`config.mk`:
```
export PLATFORM = sky130hd
export DESIGN_NAME = pc_stepper
export DESIGN_NICKNAME = d
export VERILOG_FILES = /design/src/rtl/pc_stepper_pkg.sv /design/src/rtl/pc_stepper_button_debouncer.sv /design/src/rtl/pc_stepper.sv
export SDC_FILE = /design/constraint.sdc
export NUM_CORES = 1
export LEC_CHECK = 0
export CORE_ASPECT_RATIO = 0.8
export CORE_MARGIN = 8
export CORE_UTILIZATION = 57
export DETAILED_ROUTE_END_ITERATION = 16
export PLACE_DENSITY = 0.89
export SLEW_MARGIN = 20
export SYNTH_ARGS = -nofsm -noshare
export SYNTH_HDL_FRONTEND = slang
export SYNTH_SLANG_ARGS = --single-unit
```
`constraint.sdc`:
```
create_clock -name clk -period 9.4 [get_ports clk]
set_clock_uncertainty 0.15 [all_clocks]
set_input_delay 1.41 -clock clk [delete_from_list [all_inputs] [get_ports clk]]
set_output_delay 1.41 -clock clk [all_outputs]
set_load 0.01 [all_outputs]
```
`src/rtl/pc_stepper_pkg.sv`:
```
// Shared types and constants for the program-counter stepper and its button debouncer.
package pc_stepper_pkg;
  localparam int PC_WIDTH   = 32;
  localparam int WORD_BYTES = 4;

  typedef enum logic [1:0] {
    IDLE      = 2'd0,
    DEB_PRESS = 2'd1,
    HELD      = 2'd2,
    DEB_REL   = 2'd3
  } deb_state_t;
endpackage

```
`src/rtl/pc_stepper_button_debouncer.sv`:
```
// Synchronizes a raw active-low pushbutton and emits one pulse per stable press.
// Reusable for any board KEY; the FSM state is exposed for observation.
module button_debouncer
  import pc_stepper_pkg::*;
#(
  parameter int DEBOUNCE_CYCLES = 50000
) (
  input  logic       clk,
  input  logic       rst_n,
  input  logic       btn_n,
  output logic       press,
  output deb_state_t state
);
  localparam int CW = (DEBOUNCE_CYCLES > 1) ? $clog2(DEBOUNCE_CYCLES) : 1;
  localparam logic [CW-1:0] LAST = CW'(DEBOUNCE_CYCLES - 1);

  logic [1:0]    sync;
  logic [CW-1:0] cnt;
  logic          armed;
  logic          pressed;

  assign pressed = ~sync[1];
  // Pulse is a decode of registered state and the registered synchronizer output.
  assign press   = (state == DEB_PRESS) && pressed && (cnt == LAST);

  // The synchronizer resets to "pressed" and armed stays low until a real release
  // has propagated, so a key held through reset never produces a request.
  always_ff @(posedge clk or negedge rst_n) begin
    if (!rst_n) begin
      sync  <= 2'b00;
      cnt   <= '0;
      armed <= 1'b0;
      state <= IDLE;
    end else begin
      sync <= {sync[0], btn_n};
      if (!pressed) armed <= 1'b1;
      case (state)
        IDLE: begin
          if (pressed && armed) begin
            state <= DEB_PRESS;
            cnt   <= '0;
          end
        end
        DEB_PRESS: begin
          if (!pressed)         state <= IDLE;
          else if (cnt == LAST) state <= HELD;
          else                  cnt   <= cnt + CW'(1);
        end
        HELD: begin
          if (!pressed) begin
            state <= DEB_REL;
            cnt   <= '0;
          end
        end
        DEB_REL: begin
          if (pressed)          state <= HELD;
          else if (cnt == LAST) state <= IDLE;
          else                  cnt   <= cnt + CW'(1);
        end
        default: state <= IDLE;
      endcase
    end
  end
endmodule

```
`src/rtl/pc_stepper.sv`:
```
// Program-counter stage: advances PC on a debounced KEY press or a run-mode tick,
// applies taken branches and wraps at MAX_WORDS so the display stays within 00..99.
module pc_stepper
  import pc_stepper_pkg::*;
#(
  parameter int                   DEBOUNCE_CYCLES = 50000,
  parameter int                   RUN_DIV         = 25000000,
  parameter logic [PC_WIDTH-1:0]  RESET_PC        = 32'h0,
  parameter int                   MAX_WORDS       = 100
) (
  input  logic                clk,
  input  logic                rst_n,
  input  logic                step_btn_n,
  input  logic                run_mode,
  input  logic                halt,
  input  logic                branch_taken,
  input  logic [PC_WIDTH-1:0] branch_target,
  output logic [PC_WIDTH-1:0] PC,
  output logic                step_o,
  output logic                wrapped_o,
  output logic [15:0]         instr_count,
  output deb_state_t          deb_state
);
  localparam int RW = (RUN_DIV > 1) ? $clog2(RUN_DIV) : 1;
  localparam logic [RW-1:0] RUN_LAST = RW'(RUN_DIV - 1);

  logic                btn_press;
  logic [RW-1:0]       run_cnt;
  logic                run_tick;
  logic                adv_req;
  logic [PC_WIDTH-1:0] nxt;
  logic                wrap;

  button_debouncer #(
    .DEBOUNCE_CYCLES(DEBOUNCE_CYCLES)
  ) u_debouncer (
    .clk   (clk),
    .rst_n (rst_n),
    .btn_n (step_btn_n),
    .press (btn_press),
    .state (deb_state)
  );

  assign run_tick = run_mode && (run_cnt == RUN_LAST);
  assign adv_req  = run_mode ? run_tick : btn_press;
  assign nxt      = branch_taken ? (branch_target & ~32'h3) : (PC + 32'(WORD_BYTES));
  assign wrap     = nxt[PC_WIDTH-1:2] >= 30'(MAX_WORDS);

  always_ff @(posedge clk or negedge rst_n) begin
    if (!rst_n) begin
      run_cnt <= '0;
    end else if (!run_mode || run_tick) begin
      run_cnt <= '0;
    end else begin
      run_cnt <= run_cnt + RW'(1);
    end
  end

  // Halt wins over a request in the same cycle; the request is simply dropped.
  always_ff @(posedge clk or negedge rst_n) begin
    if (!rst_n) begin
      PC          <= RESET_PC;
      step_o      <= 1'b0;
      wrapped_o   <= 1'b0;
      instr_count <= 16'h0;
    end else begin
      step_o <= 1'b0;
      if (adv_req && !halt) begin
        step_o <= 1'b1;
        if (wrap) begin
          PC        <= RESET_PC;
          wrapped_o <= 1'b1;
        end else begin
          PC <= nxt;
        end
        if (instr_count != 16'hFFFF) instr_count <= instr_count + 16'h1;
      end
    end
  end
endmodule

```
# [After elaboration in Yosys (flattened, before gate mapping)]
# Index checks and enable logic that the tools add are counted.
# Widths: inputs -> output; s select.
[classes] addsub=4 n_mul=0 div_mod_pow=0 order_cmp=1 eq_ne=12 shifts=0 mux=18 n_bitwise=1 reduce_logical=13
[op_table] op="$mux 16" count=5
[op_table] op="$mux 32" count=2
[op_table] op="$pmux 16 s4" count=1
[op_table] op="$add 16x1->16 const B" count=2
[op_table] op="$add 32x3->32 const B" count=1
[op_table] op="$ge 30x7->1 const B" count=1
[op_table] op="$add 25x1->25 const B" count=1
[op_table] op="$eq 25x25->1 const B" count=1
[op_table] op="$mux 25" count=1
[op_table] op="$eq 16x16->1 const B" count=1
[op_table] op="$ne 16x16->1 const B" count=1
[op_table] op="$mux 2" count=6
[op_table] op="$pmux 2 s4" count=1
[op_table] op="$reduce_and 4->1" count=2
[op_table] op="$ne 2x1->1 const B" count=3
[op_table] op="$logic_and 1x1->1" count=5
[op_table] op="$eq 2x2->1 const B" count=2
[op_table] op="$reduce_and 2->1" count=2
[op_table] op="$ne 3x2->1 const B" count=1
[op_table] op="$ne 3x3->1 const B" count=1
[op_table] op="$eq 2x1->1 const B" count=1
[op_table] op="$logic_not 1->1" count=2
[op_table] op="$logic_not 2->1" count=1
[op_table] op="$mux 1" count=2
[op_table] op="3 further kinds" count=3
[word_totals] reg_bits=96 latchBits=0 ram_bits=0 mem_bits_ro=0 input_bits=38 output_inout_bits=52 wordCells=58 n_memories=0

# [Longest topological paths before layout]
# Gate-level depths: netlist of run 1.
[logic_depth] depth_word=6 depth_mapped=11 depth_no_buf=11

# [Cells and area by module]
# Synthesis of run 1 repeated with hierarchy kept, for this count alone.
[unflattened] hier_cells=534 area_unflattened_um2=5198.7
[by_module_without_submodules] mod="pc_stepper" instances=1 cells_per_inst=429 area_per_inst_um2=4120.2
[by_module_without_submodules] mod="button_debouncer" instances=1 cells_per_inst=105 area_per_inst_um2=1078.5

# [Worst setup path before layout of run 1]
# Ideal clock, no wire load.
[synth_timing] kind="input -> register" startpoint="input port branch_taken" endpoint="register PC[6]" setup_time_ns=0.067 arrival_ns=3.118 required_ns=9.183 slack_ns=6.064 cell_stages=7 cell_sequence="clkbuf_1 a2111oi_0 o2111ai_1 o41ai_1 nand4b_1 a21oi_4 a32o_1"
[synth_via] elab_chain_len=3
[synth_rtl] element="start, declared" line="pc_stepper.sv:16" rtl="input logic branch_taken,"
[synth_rtl] element="$mux 32 (*)" line="pc_stepper.sv:46" rtl="assign nxt = branch_taken ? (branch_target & ~32'h3) : (PC + 32'(WORD_BYTES));"
[synth_rtl] element="$ge 30x7->1" line="pc_stepper.sv:47" rtl="assign wrap = nxt[PC_WIDTH-1:2] >= 30'(MAX_WORDS);"
[synth_rtl] element="$mux 32 (*)" line="pc_stepper.sv:70" rtl="if (wrap) begin"
[synth_rtl] element="end signal, assigned" line="pc_stepper.sv:74" rtl="PC <= nxt;"
[synth_rtl] element="end, declared" line="pc_stepper.sv:18" rtl="output logic [PC_WIDTH-1:0] PC,"
# Mark *: on every way between the ends. The rest lies on a longest branch, timed or not.
# A chain may end at the register's enable or synchronous reset.

# [Final worst setup path of run 1]
[layout_timing] startpoint="register run_cnt[9]" endpoint="register instr_count[11]"
[layout_via] elab_chain_len=5
[layout_rtl] element="start, declared" line="pc_stepper.sv:28" rtl="logic [RW-1:0] run_cnt;"
[layout_rtl] element="start signal, assigned" line="pc_stepper.sv:55" rtl="run_cnt <= run_cnt + RW'(1);"
[layout_rtl] element="$eq 25x25->1" line="pc_stepper.sv:44" rtl="assign run_tick = run_mode && (run_cnt == RUN_LAST);"
[layout_rtl] element="$logic_and 1x1->1" line="pc_stepper.sv:44"
[layout_rtl] element="$mux 1" line="pc_stepper.sv:45" rtl="assign adv_req = run_mode ? run_tick : btn_press;"
[layout_rtl] element="$logic_and 1x1->1" line="pc_stepper.sv:68" rtl="if (adv_req && !halt) begin"
[layout_rtl] element="$reduce_and 2->1 (no line)"
[layout_rtl] element="end signal, assigned" line="pc_stepper.sv:76" rtl="if (instr_count != 16'hFFFF) instr_count <= instr_count + 16'h1;"
[layout_rtl] element="end, declared" line="pc_stepper.sv:21" rtl="output logic [15:0] instr_count,"
# Every way passes these cells.

==> impl_summary.log, run 1 <==
INFO  metric max_clk_rate = 238 MHz
INFO  metric tightestPinTransition = 874 ps
INFO  metric io_pins = 90
INFO  metric yosys.cell_types.count = 63
INFO  metric tritoncts_num_sinks = 94
INFO  metric grt_first_pass_wirelength = just over 20 mm
INFO  metric worstSetupPathType = reg -> reg
INFO  metric outcome = completed
INFO  metric syn_area = 4890 um2
INFO  metric crit_required = 9540 ps
INFO  metric netlist_top_cells_area = dfrtp_1 48%, xor2_1 5.0%, nor2_1 4.8%
INFO  metric synthesis.yosys.warnings = 0
INFO  metric critical_path.startpoint_type = flip-flop
INFO  metric hpwl = around 8.9 mm
INFO  metric dominantRegCellSynth = dfrtp_1
INFO  metric number_of_antenna_violations_at_the_first_check_in_global_routing = 0
INFO  metric power.switching = approximately 210 uW
INFO  metric fp.dieH = about 99 um
INFO  metric hold_violations = 0
INFO  metric detail_route.wirelength = between 10 and 15 mm
INFO  metric insertion_delay_of_the_later_clocked_pin_in_the_worst_skew_pair = 370 ps
INFO  metric async_reset_ff_share = 100%
INFO  metric floorplan.initialDensity = approximately three fifths
INFO  metric arrival = 4340 ps
INFO  metric worst_setup_path_end_kind = flip-flop
INFO  metric global_route.overflow_total = 0
INFO  metric timing.max_slew.rel_slack = about two fifths
INFO  metric rsz_0062_raised_after_global_routing = no
INFO  metric register_area = 2350 um2
INFO  metric synth_top_area_share = approximately half
INFO  metric p_clk_share = between 30% and 40%
INFO  metric std_cell_rows = 30
INFO  metric post_route_cells_drive_above_1_share = roughly 6.5%
INFO  metric ys_seq_elements = 94
INFO  metric vdd_ir_drop_max = 113 uV
INFO  metric final_max_slew_viols = 0
INFO  metric drv.max_cap_violation_count = 0
INFO  metric timing.final.crit_period = 4200 ps
INFO  metric post_synth_inst_count = 510
INFO  metric antenna-diode-count = 0
INFO  metric p_int = 567 uW
INFO  metric synth.cells.most_frequent = 94 x dfrtp_1, 62 x nor2_1, 42 x nand2_1
INFO  metric final-setup-viol-count = 0
INFO  metric worst_hold_startpoint = u_debouncer.sync[0]$_DFF_PN0_
INFO  metric switching_part_of_the_total_power = between 20% and 30%
INFO  metric cp_cell_sequence = nor4_1, nand4b_1, or4_1, nand2_1, nand2_1, inv_1, o31a_1, nand4_1, nor3_1, xor2_1
INFO  metric fin_nets = 637
INFO  metric firstDrtPassIters = 5
INFO  metric post_cts_hold_buffer_count = 0
INFO  metric multiInputGateArea = 2410 um2
INFO  metric timing.rr.start = run_cnt[9]$_DFF_PN0_
INFO  metric post_cts.repair.setup_buffers = 0
INFO  metric layout-area-overhead-vs-synth = 22.8%
INFO  metric via_count = 4198
INFO  metric pwr_density_cell = 130 nW/um2
INFO  metric leakagePower = 2.44 nW
INFO  metric smallest_setup_slack_after_layout = slightly above 5000 ps
INFO  metric setup.worst_path.start = run_cnt[9]$_DFF_PN0_
INFO  metric ant_nets = 0
INFO  metric crit_fanout = 25
INFO  metric postSynthAreaPerCell = 9.59 um2
INFO  metric design_power_total = about 800 uW
INFO  metric portBuffers = 85
INFO  metric synth_edf_count = 0
INFO  metric die-width = roughly 120 um
INFO  metric cts_made_buffers = 9
INFO  metric drcViolationCount = 0
INFO  metric holdCritPathClass = reg -> reg
INFO  metric cts.repair.resized = 0
INFO  metric seq_power_share = about 56%
INFO  metric clk_transition_reported_paths = ~90 ps
INFO  metric path_common_cell = nand2_1
INFO  metric grt_usage = 21.0%
INFO  metric cts_root_buffer = clkbuf_8
INFO  metric cpPeakStageDelay = 630 ps
INFO  metric post-synth-top-area-cell = dfrtp_1
INFO  metric dpl_worst_slack = 4920 ps
INFO  metric die_area = approximately 12000 um2
INFO  metric crit_path_top_delay_cell = nand2_1
INFO  metric fp.coreArea = between 8000 and 9000 um2
INFO  metric yosys.cell_count.top_type = dfrtp_1
INFO  metric fillCellCount = 636
INFO  metric grt_start_max_net_pins = 70
INFO  metric first_global_vias = between 4000 and 5000
INFO  metric period_utilization_post_route = 44.7%
INFO  metric setup_total_negative_slack = 0 ps
INFO  metric post_drt_via_cell_ratio = 5.90
INFO  metric htreeDepth = 3
INFO  metric final_util = around 71%
INFO  metric routed_wire_length_per_instance = between 15 and 20 um
INFO  metric share_comb_of_total_power = 12.0%
INFO  metric finalWeightedCongestion = 0.919
INFO  metric cts_tree = built
INFO  metric ctsLongestPathBuffers = 2
INFO  metric seq_area_frac_synth = between 40% and 50%
INFO  metric drt_first_iter_violations = 201
## through the flow
step                hold WS [ps]  instances  area, um2
floorplan                    181        511       4900
global placement             226        695       5830
detailed placement           234        695       5830
CTS                          264        710       6000
global route                 274        711       6010
finish                       264        711       6010
## worst paths after layout
check                      slack [ps]                            end  cells after the start
max in group asynchronous        7150           run_cnt[1]$_DFF_PN0_                      2
max                              5200    instr_count[11]$_DFFE_PN0P_                     10
min reg2reg                       260  u_debouncer.sync[1]$_DFF_PN0_                      0
max reg2reg                      5200    instr_count[11]$_DFFE_PN0P_                     10
min                               260  u_debouncer.sync[1]$_DFF_PN0_                      0
min in group asynchronous         770     instr_count[7]$_DFFE_PN0P_                      1
## worst max-delay path, delay by kind of cell, from the launching register on
kind,cells,cell delay (ps)
AO/OA/AOI/OAI,1,280
AND/OR/NAND/NOR,7,2870
XOR/XNOR,1,180
buffers and inverters,1,220
flip-flops,1,410
## layout make-up
type / count / share of cell area (%)
well taps: 112 / 2.33
repair buffers: 89 / 14.6
inverters: 14 / 0.874
flip-flops and latches: 94 / 39.1
clock inverters: 5 / 0.750
multi-input cells: 387 / 40.2
clock buffers: 10 / 2.12
## layer usage
layer	track usage, %	part of all wire, %	wire length (um)	vias to the layer above
li1	-	-	-	1986
met1	28.4	45	5530	2046
met2	32.2	46	5650	151
met3	5.83	7.9	977	15
met4	6.32	1.3	164	0
met5	0	0	0	-
## logic make-up (layout without fill, tap and decap cells)
| group | Yosys count | count (layout) | share of synthesized area, % |
|---|---|---|---|
| xor gates and xnor gates | 50 | 50 | 8.95 |
| AOI/OAI and AO/OA | 69 | 69 | 9.57 |
| buffers and inverters | 30 | 118 | 2.66 |
| and+or+nand+nor | 254 | 254 | 27.9 |
| muxes | 8 | 8 | 1.74 |
| DFF | 94 | 94 | 48.1 |
| adders and majority gates | 4 | 4 | 1.02 |
| other | 1 | 2 | 0.0767 |
## power by group through the flow
stage               Clock [mW]  Combinational (mW)  Sequential, mW
finish                   0.246              0.0938           0.440
global route             0.266               0.103           0.443
floorplan                    0              0.0341           0.448
CTS                      0.251              0.0950           0.440
global placement             0              0.0913           0.445
detailed placement           0              0.0944           0.447
## state kept, by name, indices dropped and copies added (netlist names)
register and flops:
PC 30, run_cnt 25, instr_count 16, u_debouncer.cnt 16
u_debouncer.state 2, u_debouncer.sync 2, step_o 1, u_debouncer.armed 1
wrapped_o 1
## layout by cell type (no fill, tap or decap), types with 3 or more instances in the layout
cell type,synthesis,routed
nand3_1,29,29
nor2_1,62,62
xor2_1,28,28
ha_1,4,4
or4_1,3,3
dfrtp_1,94,94
and3_1,9,9
a22o_1,3,3
or3_1,12,12
inv_1,14,14
and4_1,5,5
o31ai_1,4,4
a21oi_1,13,13
a31o_1,3,3
nor3b_1,3,3
mux2_2,3,3
o21ai_0,24,24
nand2_1,42,42
nor4_1,15,15
buf_4,2,4
clkbuf_8,0,9
clkdlybuf4s50_1,0,84
nand4_1,19,19
xnor2_1,22,22
nor3_1,10,10
nor2b_1,23,23
mux2i_1,4,4
(Power assumes the default switching activity.)
==> run 2: changes to the inputs <==
- CORE_UTILIZATION: 57 -> 53
- PLACE_DENSITY: 0.89 -> 0.84
- clock period: 9.4 -> 4.3 ns (I/O delays scaled with it)
==> impl_summary.log, run 2 (same netlist as run 1, synthesis figures left out) <==
INFO  metric grt_usage = 20.1%
INFO  metric finalWeightedCongestion = 0.917
INFO  metric smallest_setup_slack_after_layout = 594 ps
INFO  metric dpl_cell_area = a little under 6000 um2
INFO  metric fillCellCount = 683
INFO  metric std_cell_rows = 31
INFO  metric period_utilization_post_route = ~86%
INFO  metric post_cts_hold_buffer_count = 0
INFO  metric layout.cells.most_common = dfrtp_1
INFO  metric portBuffers = 85
INFO  metric global_route.overflow_total = 0
INFO  metric leakagePower = 2.50 nW
INFO  metric die_area = 12600 um2
INFO  metric die-width = approximately 120 um
INFO  metric reg_top3 = PC x30, run_cnt x25
INFO  metric crit_fanout = 10
INFO  metric max_clk_rate = 270 MHz
INFO  metric critical_path.startpoint_type = flip-flop
INFO  metric drv.max_cap_violation_count = 0
INFO  metric outcome = completed
INFO  metric post_route_cells_drive_above_1_share = about 7.0%
INFO  metric cts_root_buffer = clkbuf_16
INFO  metric crit_path_top_delay_cell = or3_1
INFO  metric firstDrtPassIters = 5
INFO  metric largest_reg_flops = 30
INFO  metric hold_violations = 0
INFO  metric htreeDepth = 3
INFO  metric r2r_slack = 590 ps
INFO  metric dp.cells = ~700
INFO  metric crit_required = 4420 ps
INFO  metric worst-r2r-cell-count = 9
INFO  metric io_pins = 90
INFO  metric routed_wire_length_per_instance = 17.3 um
INFO  metric fp.coreArea = 9000 um2
INFO  metric clk_transition_reported_paths = roughly 70 ps
INFO  metric holdCritPathClass = reg -> reg
INFO  metric floorplan.initialDensity = 54.4%
INFO  metric cts_tree = built
INFO  metric grt_start_max_net_pins = between 60 and 70
INFO  metric layoutNonFillerInstCount = 715
INFO  metric tightestPinTransition = 822 ps
INFO  metric ant_nets = 0
INFO  metric grt_first_pass_wirelength = 20.2 mm
INFO  metric dpl_worst_slack = 684 ps
INFO  metric layout-area-overhead-vs-synth = 25.7%
INFO  metric design_power_total = 1.96 mW
INFO  metric cpPeakStageDelay = between 500 and 600 ps
INFO  metric worst_setup_path_end_kind = flip-flop
INFO  metric cp_cell_sequence = ha_1, nand3_2, or3_1, or4_1, a32oi_1, and4_1, or4b_4, a21oi_4, a32o_1
INFO  metric hpwl = 8.91 mm
INFO  metric post_cts.repair.setup_buffers = 0
INFO  metric min_delay_path_depth = 0
INFO  metric setup_total_negative_slack = 0 ps
INFO  metric ctsLongestPathBuffers = 2
INFO  metric drt_first_iter_violations = 273
INFO  metric insertion_delay_of_the_later_clocked_pin_in_the_worst_skew_pair = 340 ps
INFO  metric vdd_ir_drop_max = roughly 270 uV
INFO  metric number_of_antenna_violations_at_the_first_check_in_global_routing = 0
INFO  metric final-setup-viol-count = 0
INFO  metric timing.max_slew.rel_slack = 45.2%
INFO  metric antenna-diode-count = 0
INFO  metric post_drt_via_cell_ratio = ~5.8
INFO  metric first_global_vias = 4076
INFO  metric leading_cell_types_in_the_layout_fill_and_taps_excluded = 94 x dfrtp_1, 84 x clkdlybuf4s50_1, 62 x nor2_1
INFO  metric regMostFlops = PC
INFO  metric cts_made_buffers = 9
INFO  metric timing.final.crit_period = around 3700 ps
INFO  metric pwr_density_cell = about 320 nW/um2
INFO  metric detail_route.wirelength = roughly 12 mm
INFO  metric rsz_0062_raised_after_global_routing = no
INFO  metric drcViolationCount = 0
INFO  metric via_count = 4163
INFO  metric fin_nets = approximately 640
INFO  metric worstSetupPathType = reg -> reg
INFO  metric fp.dieH = 102 um
INFO  metric cts.repair.resized = 0
INFO  metric tritoncts_num_sinks = 94
INFO  metric final_max_slew_viols = 0
INFO  metric arrival = 3830 ps
INFO  metric post_route_standard_cell_area_excluding_fillers = 6150 um2
## run 2: cell types whose count changed in the layout (fill, tap and decap cells not counted), sizes merged
cell / previous run / this run
clkbuf: 11 / 10
clkinv: 2 / 1
inv: 16 / 18
buf: 4 / 5
## run 2: metrics by stage
step | hold WS (ps) | util, %
floorplan | 181 | -
global placement | 184 | 64.9
detailed placement | 205 | 64.9
CTS | 220 | 68.3
global route | 221 | 68.3
finish | 217 | 68.3
## run 2: metal layers
metal	up-vias	GRT usage (%)	part of all wire, %
met4	0	7.39	2.4
li1	1990	-	-
met2	160	31.6	46
met3	18	4.75	8.1
met5	-	0	0
met1	1995	26.7	44
## run 2: worst max-delay path, delay by kind of cell, from the launching register on
kind            cells  cell delay [ps]
compound gates      3              720
fa+ha+maj           1              310
flops               1              440
simple gates        5             2000
## run 2: final cells by class
| type | count | area [um2] | area share (%) |
|---|---|---|---|
| multi-input combinational | 387 | 2420 | 39.3 |
| sequential | 94 | 2350 | 38.3 |
| timing repair buffer | 89 | 878 | 14.3 |
| clock buffer | 10 | 239 | 3.89 |
| tap | 115 | 144 | 2.34 |
| clock inverter | 6 | 63.8 | 1.04 |
| inverter | 14 | 52.6 | 0.855 |
## run 2: where the power goes
part           total (mW)  switching (mW)  internal [mW]
sequential          0.958          0.0425          0.916
clock               0.797           0.371          0.426
combinational       0.204          0.0949          0.109
## run 2: final timing paths
check,startpoint,end
min in group asynchronous,rst_n,u_debouncer.cnt[15]$_DFFE_PN0P_
worst max register to register,PC[2]$_DFFE_PN0P_,PC[6]$_DFFE_PN0P_
worst min register to register,u_debouncer.sync[0]$_DFF_PN0_,u_debouncer.sync[1]$_DFF_PN0_
worst max-delay path,PC[2]$_DFFE_PN0P_,PC[6]$_DFFE_PN0P_
worst min-delay path,u_debouncer.sync[0]$_DFF_PN0_,u_debouncer.sync[1]$_DFF_PN0_
max in group asynchronous,rst_n,PC[24]$_DFFE_PN0P_
==> run 3: changes to the inputs <==
- SLEW_MARGIN: 20 -> 0
==> impl_summary.log, run 3 (same netlist as run 1, synthesis figures left out) <==
INFO  metric global_route.overflow_total = 0
INFO  metric post_cts.repair.setup_buffers = 0
INFO  metric cts_root_buffer = clkbuf_16
INFO  metric floorplan.initialDensity = 54.4%
INFO  metric layout-area-overhead-vs-synth = 25.6%
INFO  metric crit_fanout = 10
INFO  metric number_of_antenna_violations_at_the_first_check_in_global_routing = 0
INFO  metric finalWeightedCongestion = a little over 0.9
INFO  metric timing.rr.start = PC[2]$_DFFE_PN0P_
INFO  metric period_utilization_post_route = 86.5%
INFO  metric io_pins = 90
INFO  metric die_area = 12600 um2
INFO  metric grt_usage = roughly a fifth
INFO  metric p_int = 1.45 mW
INFO  metric grt_first_pass_wirelength = approximately 20 mm
INFO  metric worstSetupPathType = reg -> reg
INFO  metric firstDrtPassIters = 4
INFO  metric wl_met3 = 1.05 mm
INFO  metric timing.max_slew.rel_slack = between 20% and 30%
INFO  metric cpPeakStageDelay = 580 ps
INFO  metric rsz_0062_raised_after_global_routing = no
INFO  metric ant_nets = 0
INFO  metric layoutNonFillerInstCount = 715
INFO  metric tightestPinTransition = 1190 ps
INFO  metric setup.worst_path.start = PC[2]$_DFFE_PN0P_
INFO  metric worst_setup_path_end_kind = flip-flop
INFO  metric power.switching = about 510 uW
INFO  metric detail_route.wirelength.met1 = approximately 5.4 mm
INFO  metric critical_path.endpoint = PC[6]$_DFFE_PN0P_
INFO  metric cts_made_buffers = 9
INFO  metric crit_required = approximately 4400 ps
INFO  metric switching_part_of_the_total_power = 25.9%
INFO  metric portBuffers = 85
INFO  metric hpwl = 8.91 mm
INFO  metric route.met2.wl = 5.60 mm
INFO  metric regToRegEndpoint = PC[6]$_DFFE_PN0P_
INFO  metric p_clk_share = 40.7%
INFO  metric post_drt_via_cell_ratio = 5.85
INFO  metric regMostFlops = PC
INFO  metric ctsLongestPathBuffers = 2
INFO  metric drt_first_iter_violations = 273
INFO  metric critical_path.startpoint_type = flip-flop
INFO  metric dp.cells = about 700
INFO  metric pwr_density_cell = 319 nW/um2
INFO  metric outcome = completed
INFO  metric antenna-diode-count = 0
INFO  metric final_max_slew_viols = 0
INFO  metric timing.final.crit_period = 3720 ps
INFO  metric r2r_slack = slightly below 600 ps
INFO  metric reg_top3 = PC x30, run_cnt x25
INFO  metric holdCritPathClass = reg -> reg
INFO  metric fp.coreArea = 9000 um2
INFO  metric crit_path_top_delay_cell = or3_1
INFO  metric drv.max_cap_violation_count = 0
INFO  metric via_count = 4183
INFO  metric insertion_delay_of_the_later_clocked_pin_in_the_worst_skew_pair = 340 ps
INFO  metric die-width = about 120 um
INFO  metric htreeDepth = 3
INFO  metric arrival = between 3000 and 4000 ps
INFO  metric leading_cell_types_in_the_layout_fill_and_taps_excluded = 94 x dfrtp_1, 84 x clkdlybuf4s50_1, 62 x nor2_1
INFO  metric tritoncts_num_sinks = 94
INFO  metric layout.cells.most_common = dfrtp_1
INFO  metric grt_start_max_net_pins = 68
INFO  metric final-setup-viol-count = 0
INFO  metric cp_cell_sequence = ha_1, nand3_2, or3_1, or4_1, a32oi_1, and4_1, or4b_4, a21oi_4, a32o_1
INFO  metric first_global_vias = approximately 4000
INFO  metric clk_transition_reported_paths = about 70 ps
INFO  metric fp.dieH = ~100 um
INFO  metric detail_route.wirelength = 12.4 mm
INFO  metric vdd_ir_drop_max = about 270 uV
INFO  metric hold_violations = 0
INFO  metric max_clk_rate = between 200 and 300 MHz
INFO  metric fin_nets = roughly 640
INFO  metric post_route_cells_drive_above_1_share = under 10%
INFO  metric setup_total_negative_slack = 0 ps
INFO  metric drcViolationCount = 0
INFO  metric std_cell_rows = 31
INFO  metric largest_reg_flops = 30
INFO  metric cts_tree = built
INFO  metric routed_wire_length_per_instance = 17.3 um
INFO  metric share_comb_of_total_power = 10.4%
INFO  metric worst-r2r-cell-count = 9
INFO  metric seq_power_share = between 40% and 50%
INFO  metric cts.repair.resized = 0
INFO  metric highest-signal-layer = met4
INFO  metric leakagePower = 2.50 nW
INFO  metric post_cts_hold_buffer_count = 0
run 3: per-stage QoR:
step | hold WS, ps | power (mW) | util, % | setup slack, ps | area (um2)
after floorplan | 181 | 1.05 | - | 1020 | 4900
after global placement | 184 | 1.17 | 64.9 | 789 | 5840
after detailed placement | 205 | 1.18 | 64.9 | 684 | 5840
after CTS | 220 | 1.97 | 68.3 | 623 | 6140
after global routing | 221 | 2.03 | 68.3 | 453 | 6140
final | 216 | 1.96 | 68.3 | 582 | 6140
run 3: power groups by stage:
stage	sequential, mW	combinational, mW	clock [mW]
CTS	0.958	0.207	0.808
floorplan	0.979	0.0745	0
finish	0.958	0.203	0.796
global placement	0.972	0.201	0
global route	0.965	0.226	0.844
detailed placement	0.974	0.205	0
run 3: cell type report:
type / count / area (um2)
Clock buffer: 10 / 239
Clock inverter: 6 / 63.8
Fill cell: 683 / 2860
Inverter: 14 / 52.6
Multi-Input combinational cell: 387 / 2410
Sequential cell: 94 / 2350
Tap cell: 115 / 144
Timing Repair Buffer: 89 / 878
run 3: metal layers:
layer / vias up / global-route usage [%]
met5: - / 0
met4: 0 / 7.39
met3: 19 / 4.75
met2: 177 / 31.6
met1: 1994 / 26.7
li1: 1993 / -
run 3: worst min-delay path by stage:
| stage | startpoint | endpoint | slack (ps) | cells after the start |
|---|---|---|---|---|
| final | u_debouncer.sync[0]$_DFF_PN0_ | u_debouncer.sync[1]$_DFF_PN0_ | 220 | 0 |
| after global placement | u_debouncer.sync[0]$_DFF_PN0_ | u_debouncer.sync[1]$_DFF_PN0_ | 180 | 0 |
| after detailed placement | u_debouncer.sync[0]$_DFF_PN0_ | u_debouncer.sync[1]$_DFF_PN0_ | 200 | 0 |
| after floorplan | u_debouncer.sync[0]$_DFF_PN0_ | u_debouncer.sync[1]$_DFF_PN0_ | 180 | 0 |
| after global routing | u_debouncer.sync[0]$_DFF_PN0_ | u_debouncer.sync[1]$_DFF_PN0_ | 220 | 0 |
| after CTS | u_debouncer.sync[0]$_DFF_PN0_ | u_debouncer.sync[1]$_DFF_PN0_ | 220 | 0 |
run 3: worst max-delay path: cells and delay by family (launching register included):
kind	cells	cell delay, ps
fa+ha+maj	1	310
compound gates	3	720
flops	1	450
simple gates	5	2010
